### src/rtl/sat_counter.sv
// -----------------------------------------------------------------------------
// sat_counter
// Unsigned counter that adds a small amount when enabled and sticks at its
// all-ones value instead of wrapping.
// Ports:
//   clk_i     clock (rising edge)
//   rst_ni    asynchronous active-low reset, clears the count
//   inc       add 'amount' this cycle
//   amount    increment value
//   count_o   registered count
// -----------------------------------------------------------------------------
module sat_counter #(
    parameter int WIDTH = 16,
    parameter int AMT_W = 2
) (
    input  logic             clk_i,
    input  logic             rst_ni,
    input  logic             inc,
    input  logic [AMT_W-1:0] amount,
    output logic [WIDTH-1:0] count_o
);

    logic [WIDTH-1:0] count_q, count_d;
    logic [WIDTH:0]   sum_ext;

    always_comb begin
        sum_ext = {1'b0, count_q} + (WIDTH + 1)'(amount);
        count_d = count_q;
        if (inc) begin
            // carry out of the top bit means the true value passed all-ones
            count_d = sum_ext[WIDTH] ? {WIDTH{1'b1}} : sum_ext[WIDTH-1:0];
        end
    end

    always_ff @(posedge clk_i or negedge rst_ni) begin
        if (!rst_ni) begin
            count_q <= '0;
        end else begin
            count_q <= count_d;
        end
    end

    assign count_o = count_q;

endmodule

### config.mk
export PLATFORM = sky130hd
export DESIGN_NAME = sat_counter
export DESIGN_NICKNAME = d
export VERILOG_FILES = /design/src/rtl/sat_counter.sv
export SDC_FILE = /design/constraint.sdc
export NUM_CORES = 1
export LEC_CHECK = 0
export ABC_AREA = 1
export BUFFER_PORTS_ARGS = -buffer_cell sky130_fd_sc_hd__buf_4
export CORE_MARGIN = 10
export CORE_UTILIZATION = 55
export CTS_BUF_LIST = sky130_fd_sc_hd__clkbuf_16
export CTS_CLUSTER_SIZE = 28
export DETAILED_ROUTE_END_ITERATION = 12
export MAX_ROUTING_LAYER = met4
export PLACE_DENSITY = 0.85
export SLEW_MARGIN = 20
export SYNTH_ARGS = -nofsm -noshare
export SYNTH_HDL_FRONTEND = slang
export SYNTH_SLANG_ARGS = --single-unit
### constraint.sdc
create_clock -name clk_i -period 4.27 [get_ports clk_i]
set_input_delay 0 -clock clk_i [delete_from_list [all_inputs] [get_ports clk_i]]
set_output_delay 0 -clock clk_i [all_outputs]
set_load 0.005 [all_outputs]
# Word level (Yosys, flattened, before mapping)
# Index checks and enable logic that the tools add are counted.
# word_totals
inputBits	5
out_inout_bits	16
regBits	16
elab_cells	3
# op_classes
n_addsub	1
n_mux	1
# ops
operator	count
$add A16 B2 Y17	1
$mux W16	1

# Longest topological paths before layout
# Gate-level depths: netlist of the first run.
# logic_depth
depth_word	2
mapped_depth	10
ltp_nobuf	10

# Least setup slack after synthesis of the first run
# Ideal clock, no wire load.
# synth_timing
kind	register -> register
start	register count_q[0], in the netlist count_o[0]
end	register count_q[11], in the netlist count_o[11]
n_path_buf	1
t_required_ps	4202
period_less_slack_ps	1681
t_arrival_ps	1613
setup_ps	68
setup_slack_ps	2589
stages_incl_launch_ff	10
path_cell_list	dfrtp_1 ha_1 inv_1 fa_1 inv_1 nand3_2 nor2_8 nand4_4 buf_6 nand3_1
# synth_via
elab_chain_cells	2
# synth_rtl
item	line	rtl
from (decl)	23	logic [WIDTH-1:0] count_q, count_d;
from (signal assigned)	39	count_q <= count_d;
$add A16 B2 Y17	27	sum_ext = {1'b0, count_q} + (WIDTH + 1)'(amount);
$mux W16	31	count_d = sum_ext[WIDTH] ? {WIDTH{1'b1}} : sum_ext[WIDTH-1:0];
# Every way passes these cells.
# A chain may end at the register's enable or synchronous reset.

# Worst setup path in the final report of the first run
# layout_timing
start	register count_q[0], in the netlist count_o[0]
end	register count_q[14], in the netlist count_o[14]
# The elaborated chain is that of the path after synthesis.

==> results of run 1 <==
## synthesized netlist by cell type
cell type,number
nand2_1,38
inv_1,18
nand3_1,17
dfrtp_1,16
nor2_1,11
nand3_2,5
inv_2,3
nand2_2,3
nand4_1,3
o21ai_0,3
buf_4,2
ha_1,2
nor2_2,2
nor2_4,2
o21ai_1,2
or2_2,2
xor2_1,2
a21oi_1,1
buf_6,1
clkinv_2,1
fa_1,1
nand2_4,1
nand3b_1,1
nand4_4,1
nor2_8,1
nor3_1,1
o21bai_1,1
xnor2_1,1
## cell type report
cell class / instances / area (um2)
multi-input cells: 101 / 578
well taps: 27 / 33.8
clock buffers: 3 / 75.1
fillers: 156 / 591
inverters: 22 / 83.8
flip-flops and latches: 16 / 400
repair buffers: 21 / 160
## routing by layer
metal  vias to the layer above  GRT usage (%)
met1                       470           15.9
met3                         5           3.44
met5                         -              -
li1                        489              -
met2                        44           22.0
met4                         0           8.02
## worst max-delay path: cells and delay by family (launching register included)
kind,cells,cell delay (ps)
buffers and inverters,1,60
flip-flops,1,370
AND/OR/NAND/NOR,6,740
adder cells (fa/ha/maj),2,600
## power by group through the flow
stage	Combinational [mW]	Clock (mW)	Sequential, mW
after detailed placement	0.215	0	0.239
after CTS	0.218	0.182	0.237
after floorplan	0.143	0	0.225
after global routing	0.242	0.188	0.244
after global placement	0.209	0	0.237
final	0.216	0.181	0.238
## how the worst min path moves through the flow
| stage | start | to | slack [ps] | cells after the start |
|---|---|---|---|---|
| floorplan | rst_ni | count_o[0]$_DFFE_PN0P_ | -300 | 0 |
| global placement | rst_ni | count_o[1]$_DFFE_PN0P_ | -130 | 1 |
| detailed placement | rst_ni | count_o[1]$_DFFE_PN0P_ | -130 | 1 |
| CTS | inc | count_o[0]$_DFFE_PN0P_ | 70 | 3 |
| global route | inc | count_o[0]$_DFFE_PN0P_ | 90 | 3 |
| finish | inc | count_o[0]$_DFFE_PN0P_ | 70 | 3 |
## through the flow
stage / cells / hold WS [ps] / power (mW)
2_1_floorplan: 142 / -296 / 0.368
3_3_place_gp: 186 / -127 / 0.446
3_5_place_dp: 186 / -125 / 0.454
4_1_cts: 190 / 69.3 / 0.637
5_1_grt: 190 / 93.0 / 0.674
6_report: 190 / 65.7 / 0.634
## logic make-up after synthesis
family | after synthesis | share of synthesized area, %
AO/OA/AOI/OAI | 7 | 3.45
flip-flops | 16 | 36.8
buffers and inverters | 25 | 10.1
XOR/XNOR | 3 | 2.41
adder cells (fa/ha/maj) | 3 | 4.14
AND/OR/NAND/NOR | 88 | 43.1
==> impl_metrics.env, run 1 <==
export IMPL_syn_inst=142
export IMPL_layout_drive_gt1_share_pct=27.0
export IMPL_cts_buffers=3
export IMPL_design_die_area_mm2=0.00416
export IMPL_grt_antenna_before_repair=0
export IMPL_start_util_pct=56.6
export IMPL_cts_sinks=16
export IMPL_power_density_mw_per_mm2=476
export IMPL_postCtsResizedCells=0
export IMPL_syn_to_final_growth_pct=22.3
export IMPL_clkTransAtPathRegs_ps=50
export IMPL_setup_viol=0
export IMPL_setup_slack_ps=2380
export IMPL_ant_nets=0
export IMPL_row_count=16
export IMPL_synth_cell_types=28
export IMPL_rrSetupSlack_ps=2380
export IMPL_max_clock_path_buffers=2
export IMPL_fin_skew_ps=4.42
export IMPL_cts_setup_buffers=0
export IMPL_clkPwrFrac_pct=28.5
export IMPL_drcViolationCount=0
export IMPL_pin_count=21
export IMPL_root_buffer="clkbuf_16"
export IMPL_nets=173
export IMPL_die_h_um=64.5
export IMPL_core_mm2=0.00192
export IMPL_outcome="completed"
export IMPL_rsz0062_at_grt="false"
export IMPL_track_usage_pct=14.0
export IMPL_p_sw_mw=0.225
export IMPL_grt_ovfl_total=0
export IMPL_first_global_vias=1024
export IMPL_fp_dieW_um=64.5
export IMPL_wl_met3_um=188
export IMPL_p_comb_share_pct=34.0
export IMPL_max_slew_margin_rel_pct=77.9
export IMPL_vias=1008
export IMPL_slew_violations=0
export IMPL_crit_slowest_cell="fa_1"
export IMPL_placed_cell_area_mm2=0.00125
export IMPL_path_max_fanout=4
export IMPL_wire_per_inst_um=14.2
export IMPL_wl_met2_um=1360
export IMPL_startpoint="count_o[0]$_DFFE_PN0P_"
export IMPL_worstReg2RegStart="count_o[0]$_DFFE_PN0P_"
export IMPL_ys_warn_count=0
export IMPL_fin_tns_setup_ps=0
export IMPL_cp_end_kind="register"
export IMPL_hold_buffers=1
export IMPL_tightest_slew_ps=332
export IMPL_hold_violations=0
export IMPL_wl_um=2700
export IMPL_critPathLaunchType="register"
export IMPL_p_int_mw=0.409
export IMPL_ys_seq_area_share_pct=36.8
export IMPL_min_period_ps=1890
export IMPL_path_common_cell="nand2_1"
export IMPL_netlist_area_mm2=0.00109
export IMPL_grt_pass1_wl_um=4590
export IMPL_clk_latency_ps=250
export IMPL_min_path_type="primary input to register"
export IMPL_final_util_pct=69.3
export IMPL_netlist_top_cell_by_area="dfrtp_1"
export IMPL_leakage_nw=0.731
export IMPL_cp_arrival_ps=2010
export IMPL_ir_drop_uv=410
export IMPL_yosysTopAreaCellShare_pct=36.8
export IMPL_cap_violations=0
export IMPL_switching_share_pct=35.6
export IMPL_period_share_pct=44.2
export IMPL_gp_congestion=0.897
export IMPL_fmax_mhz=529
export IMPL_cts_max_level=1
export IMPL_dp_hpwl_um=1980
export IMPL_vias_per_cell=5.31
export IMPL_path_class="register to register"
export IMPL_tritoncts="built"
export IMPL_crit_path_end="count_o[14]$_DFFE_PN0P_"
export IMPL_ff2ff_path_depth=9
export IMPL_syn_nets=150
export IMPL_synthTopCellsByArea="dfrtp_1, nand2_1, nand3_1"
export IMPL_diodes=0
export IMPL_dp_slack_ps=2410
export IMPL_required_ps=4400
export IMPL_rr_endpoint="count_o[14]$_DFFE_PN0P_"
export IMPL_ys_seq_elements=16
export IMPL_grt_start_max_net_pins=17
export IMPL_final_common_cell="nand2_1"
export IMPL_fin_area_mm2=0.00133
export IMPL_dr_first_iter_drc_count=34
export IMPL_highest_layer="met4"
export IMPL_path_cells="ha_1, inv_1, fa_1, nor2_2, nand3_1, nor2_1, nand2_1, nand2_1, nand2_1"
export IMPL_pwr_share_seq_pct=37.5
export IMPL_drt_met1_wl_um=1100
export IMPL_drt_pass1_iter_count=4
export IMPL_syn_avg_cell_area_um2=7.67
export IMPL_layout_common_cells="nand2_1, buf_4, inv_1, nand3_1, dfrtp_1"
export IMPL_slowest_delay_ps=400
export IMPL_largest_reg_flops=16
export IMPL_io_buffer_count=20
No activity file was read; power rests on OpenSTA's default activity.
==> run 2, diff against run 1 <==
--- a/config.mk
+++ b/config.mk
@@ -8,12 +8,12 @@
 export ABC_AREA = 1
 export BUFFER_PORTS_ARGS = -buffer_cell sky130_fd_sc_hd__buf_4
 export CORE_MARGIN = 10
-export CORE_UTILIZATION = 55
+export CORE_UTILIZATION = 54
 export CTS_BUF_LIST = sky130_fd_sc_hd__clkbuf_16
 export CTS_CLUSTER_SIZE = 28
 export DETAILED_ROUTE_END_ITERATION = 12
 export MAX_ROUTING_LAYER = met4
-export PLACE_DENSITY = 0.85
+export PLACE_DENSITY = 0.84
 export SLEW_MARGIN = 20
 export SYNTH_ARGS = -nofsm -noshare
 export SYNTH_HDL_FRONTEND = slang
==> constraint.sdc (replaced) <==
create_clock -name clk_i -period 1.8 [get_ports clk_i]
set_input_delay 0 -clock clk_i [delete_from_list [all_inputs] [get_ports clk_i]]
set_output_delay 0 -clock clk_i [all_outputs]
set_load 0.005 [all_outputs]
==> impl_metrics.env, run 2 (same netlist as run 1, synthesis figures left out) <==
export IMPL_outcome="completed"
export IMPL_grt_antenna_before_repair=0
export IMPL_cp_arrival_ps=1920
export IMPL_layout_common_cells="nand2_1, buf_4, inv_1, dfrtp_1, nand3_1"
export IMPL_drt_pass1_iter_count=4
export IMPL_design_die_area_mm2=0.00421
export IMPL_row_count=16
export IMPL_die_h_um=64.9
export IMPL_min_period_ps=1740
export IMPL_grt_start_max_net_pins=17
export IMPL_dp_slack_ps=-34.8
export IMPL_clkTransAtPathRegs_ps=50
export IMPL_fin_tns_setup_ps=0
export IMPL_final_common_cell="nand2_1"
export IMPL_drcViolationCount=0
export IMPL_power_density_mw_per_mm2=1100
export IMPL_dr_first_iter_drc_count=53
export IMPL_period_share_pct=96.6
export IMPL_rr_endpoint="count_o[11]$_DFFE_PN0P_"
export IMPL_cts_max_level=1
export IMPL_pwr_share_seq_pct=36.7
export IMPL_p_int_mw=0.999
export IMPL_max_slew_margin_rel_pct=71.2
export IMPL_max_clock_path_buffers=2
export IMPL_cts_buffers=3
export IMPL_rrSetupSlack_ps=60
export IMPL_cp_end_kind="register"
export IMPL_track_usage_pct=14.4
export IMPL_leakage_nw=0.772
export IMPL_p_comb_share_pct=35.9
export IMPL_largest_reg_flops=16
export IMPL_wire_per_inst_um=14.3
export IMPL_layout_drive_gt1_share_pct=33.3
export IMPL_wl_met3_um=153
export IMPL_fmax_mhz=575
export IMPL_clkPwrFrac_pct=27.4
export IMPL_clk_latency_ps=240
export IMPL_switching_share_pct=36.1
export IMPL_fillers=149
export IMPL_worstReg2RegStart="count_o[0]$_DFFE_PN0P_"
export IMPL_fp_dieW_um=64.9
export IMPL_diodes=0
export IMPL_root_buffer="clkbuf_16"
export IMPL_vias_per_cell=5.37
export IMPL_core_mm2=0.00194
export IMPL_vias=1047
export IMPL_setup_viol=0
export IMPL_ir_drop_uv=986
export IMPL_worstHoldStart="inc"
export IMPL_setup_slack_ps=60.4
export IMPL_hold_path_cell_count=3
export IMPL_syn_to_final_growth_pct=30.6
export IMPL_tightest_slew_ps=432
export IMPL_hold_path_end="count_o[0]$_DFFE_PN0P_"
export IMPL_wl_um=2790
export IMPL_required_ps=1980
export IMPL_p_sw_mw=0.565
export IMPL_pin_count=21
export IMPL_cap_violations=0
export IMPL_io_buffer_count=20
export IMPL_dp_hpwl_um=1930
export IMPL_start_util_pct=56.1
export IMPL_fin_skew_ps=1.05
export IMPL_ff2ff_path_depth=8
export IMPL_first_global_vias=1063
export IMPL_critPathLaunchType="register"
export IMPL_cts_sinks=16
export IMPL_gp_congestion=0.883
export IMPL_ant_nets=0
export IMPL_wl_met2_um=1370
export IMPL_drt_met1_wl_um=1230
export IMPL_nets=177
export IMPL_path_max_fanout=6
export IMPL_slew_violations=0
export IMPL_tritoncts="built"
export IMPL_grt_pass1_wl_um=4790
export IMPL_hold_violations=0
export IMPL_highest_layer="met4"
export IMPL_path_class="register to register"
export IMPL_grt_ovfl_total=0
export IMPL_min_path_type="primary input to register"
run 2: how the worst max path moves through the flow:
stage / startpoint / to / slack (ps) / cells past startpoint
6_report: count_o[0]$_DFFE_PN0P_ / count_o[11]$_DFFE_PN0P_ / 60 / 8
5_1_grt: count_o[0]$_DFFE_PN0P_ / count_o[11]$_DFFE_PN0P_ / -3 / 8
4_1_cts: count_o[0]$_DFFE_PN0P_ / count_o[11]$_DFFE_PN0P_ / 5 / 8
3_5_place_dp: count_o[0]$_DFFE_PN0P_ / count_o[13]$_DFFE_PN0P_ / -30 / 8
3_3_place_gp: count_o[0]$_DFFE_PN0P_ / count_o[15]$_DFFE_PN0P_ / 50 / 8
2_1_floorplan: count_o[0]$_DFFE_PN0P_ / count_o[11]$_DFFE_PN0P_ / 120 / 9
run 2: final cells by class:
| class | count | area, um2 | share of cell area [%] |
|---|---|---|---|
| multi-input combinational | 102 | 642 | 45.2 |
| timing repair buffer | 24 | 183 | 12.9 |
| inverter | 22 | 83.8 | 5.90 |
| sequential | 16 | 400 | 28.2 |
| tap | 27 | 33.8 | 2.38 |
| clock buffer | 3 | 75.1 | 5.28 |
| clock inverter | 1 | 3.75 | 0.264 |
run 2: per-layer routing:
metal | track usage (%) | up-vias
li1 | - | 503
met1 | 17.0 | 492
met2 | 22.8 | 44
met3 | 2.92 | 8
met4 | 6.95 | 0
met5 | - | -
run 2: per-stage QoR:
step	power (mW)	hold slack, ps	area, um2	std cells	utilization, %
2_1_floorplan	0.873	-296	1090	142	-
3_3_place_gp	1.06	-133	1260	188	64.9
3_5_place_dp	1.08	-128	1260	188	64.9
4_1_cts	1.54	65.0	1380	195	71.3
5_1_grt	1.67	88.1	1420	195	73.2
6_report	1.56	84.9	1420	195	73.2
run 2: worst max-delay path, stage by stage, from the launching register on:
cell,delay [ps]
dfrtp_1,390
ha_4,160
inv_2,40
fa_2,400
inv_2,90
nand3_4,80
nor2_8,180
nand4_4,200
nand3_2,130
run 2: timing repair:
action                                  CTS  global route
gates cloned                              1             0
hold endpoints to repair                 16             0
pin swaps                                 2             5
buffers inserted                          1             0
endpoints found under the setup margin   14            16
gates resized for setup                   2            10
hold buffers                              1             0
run 2: power groups by stage:
stage	sequential, mW	clock, mW	combinational (mW)
after floorplan	0.533	0	0.340
after global placement	0.560	0	0.504
after detailed placement	0.565	0	0.519
after CTS	0.563	0.436	0.537
after global routing	0.587	0.457	0.621
final	0.574	0.429	0.561
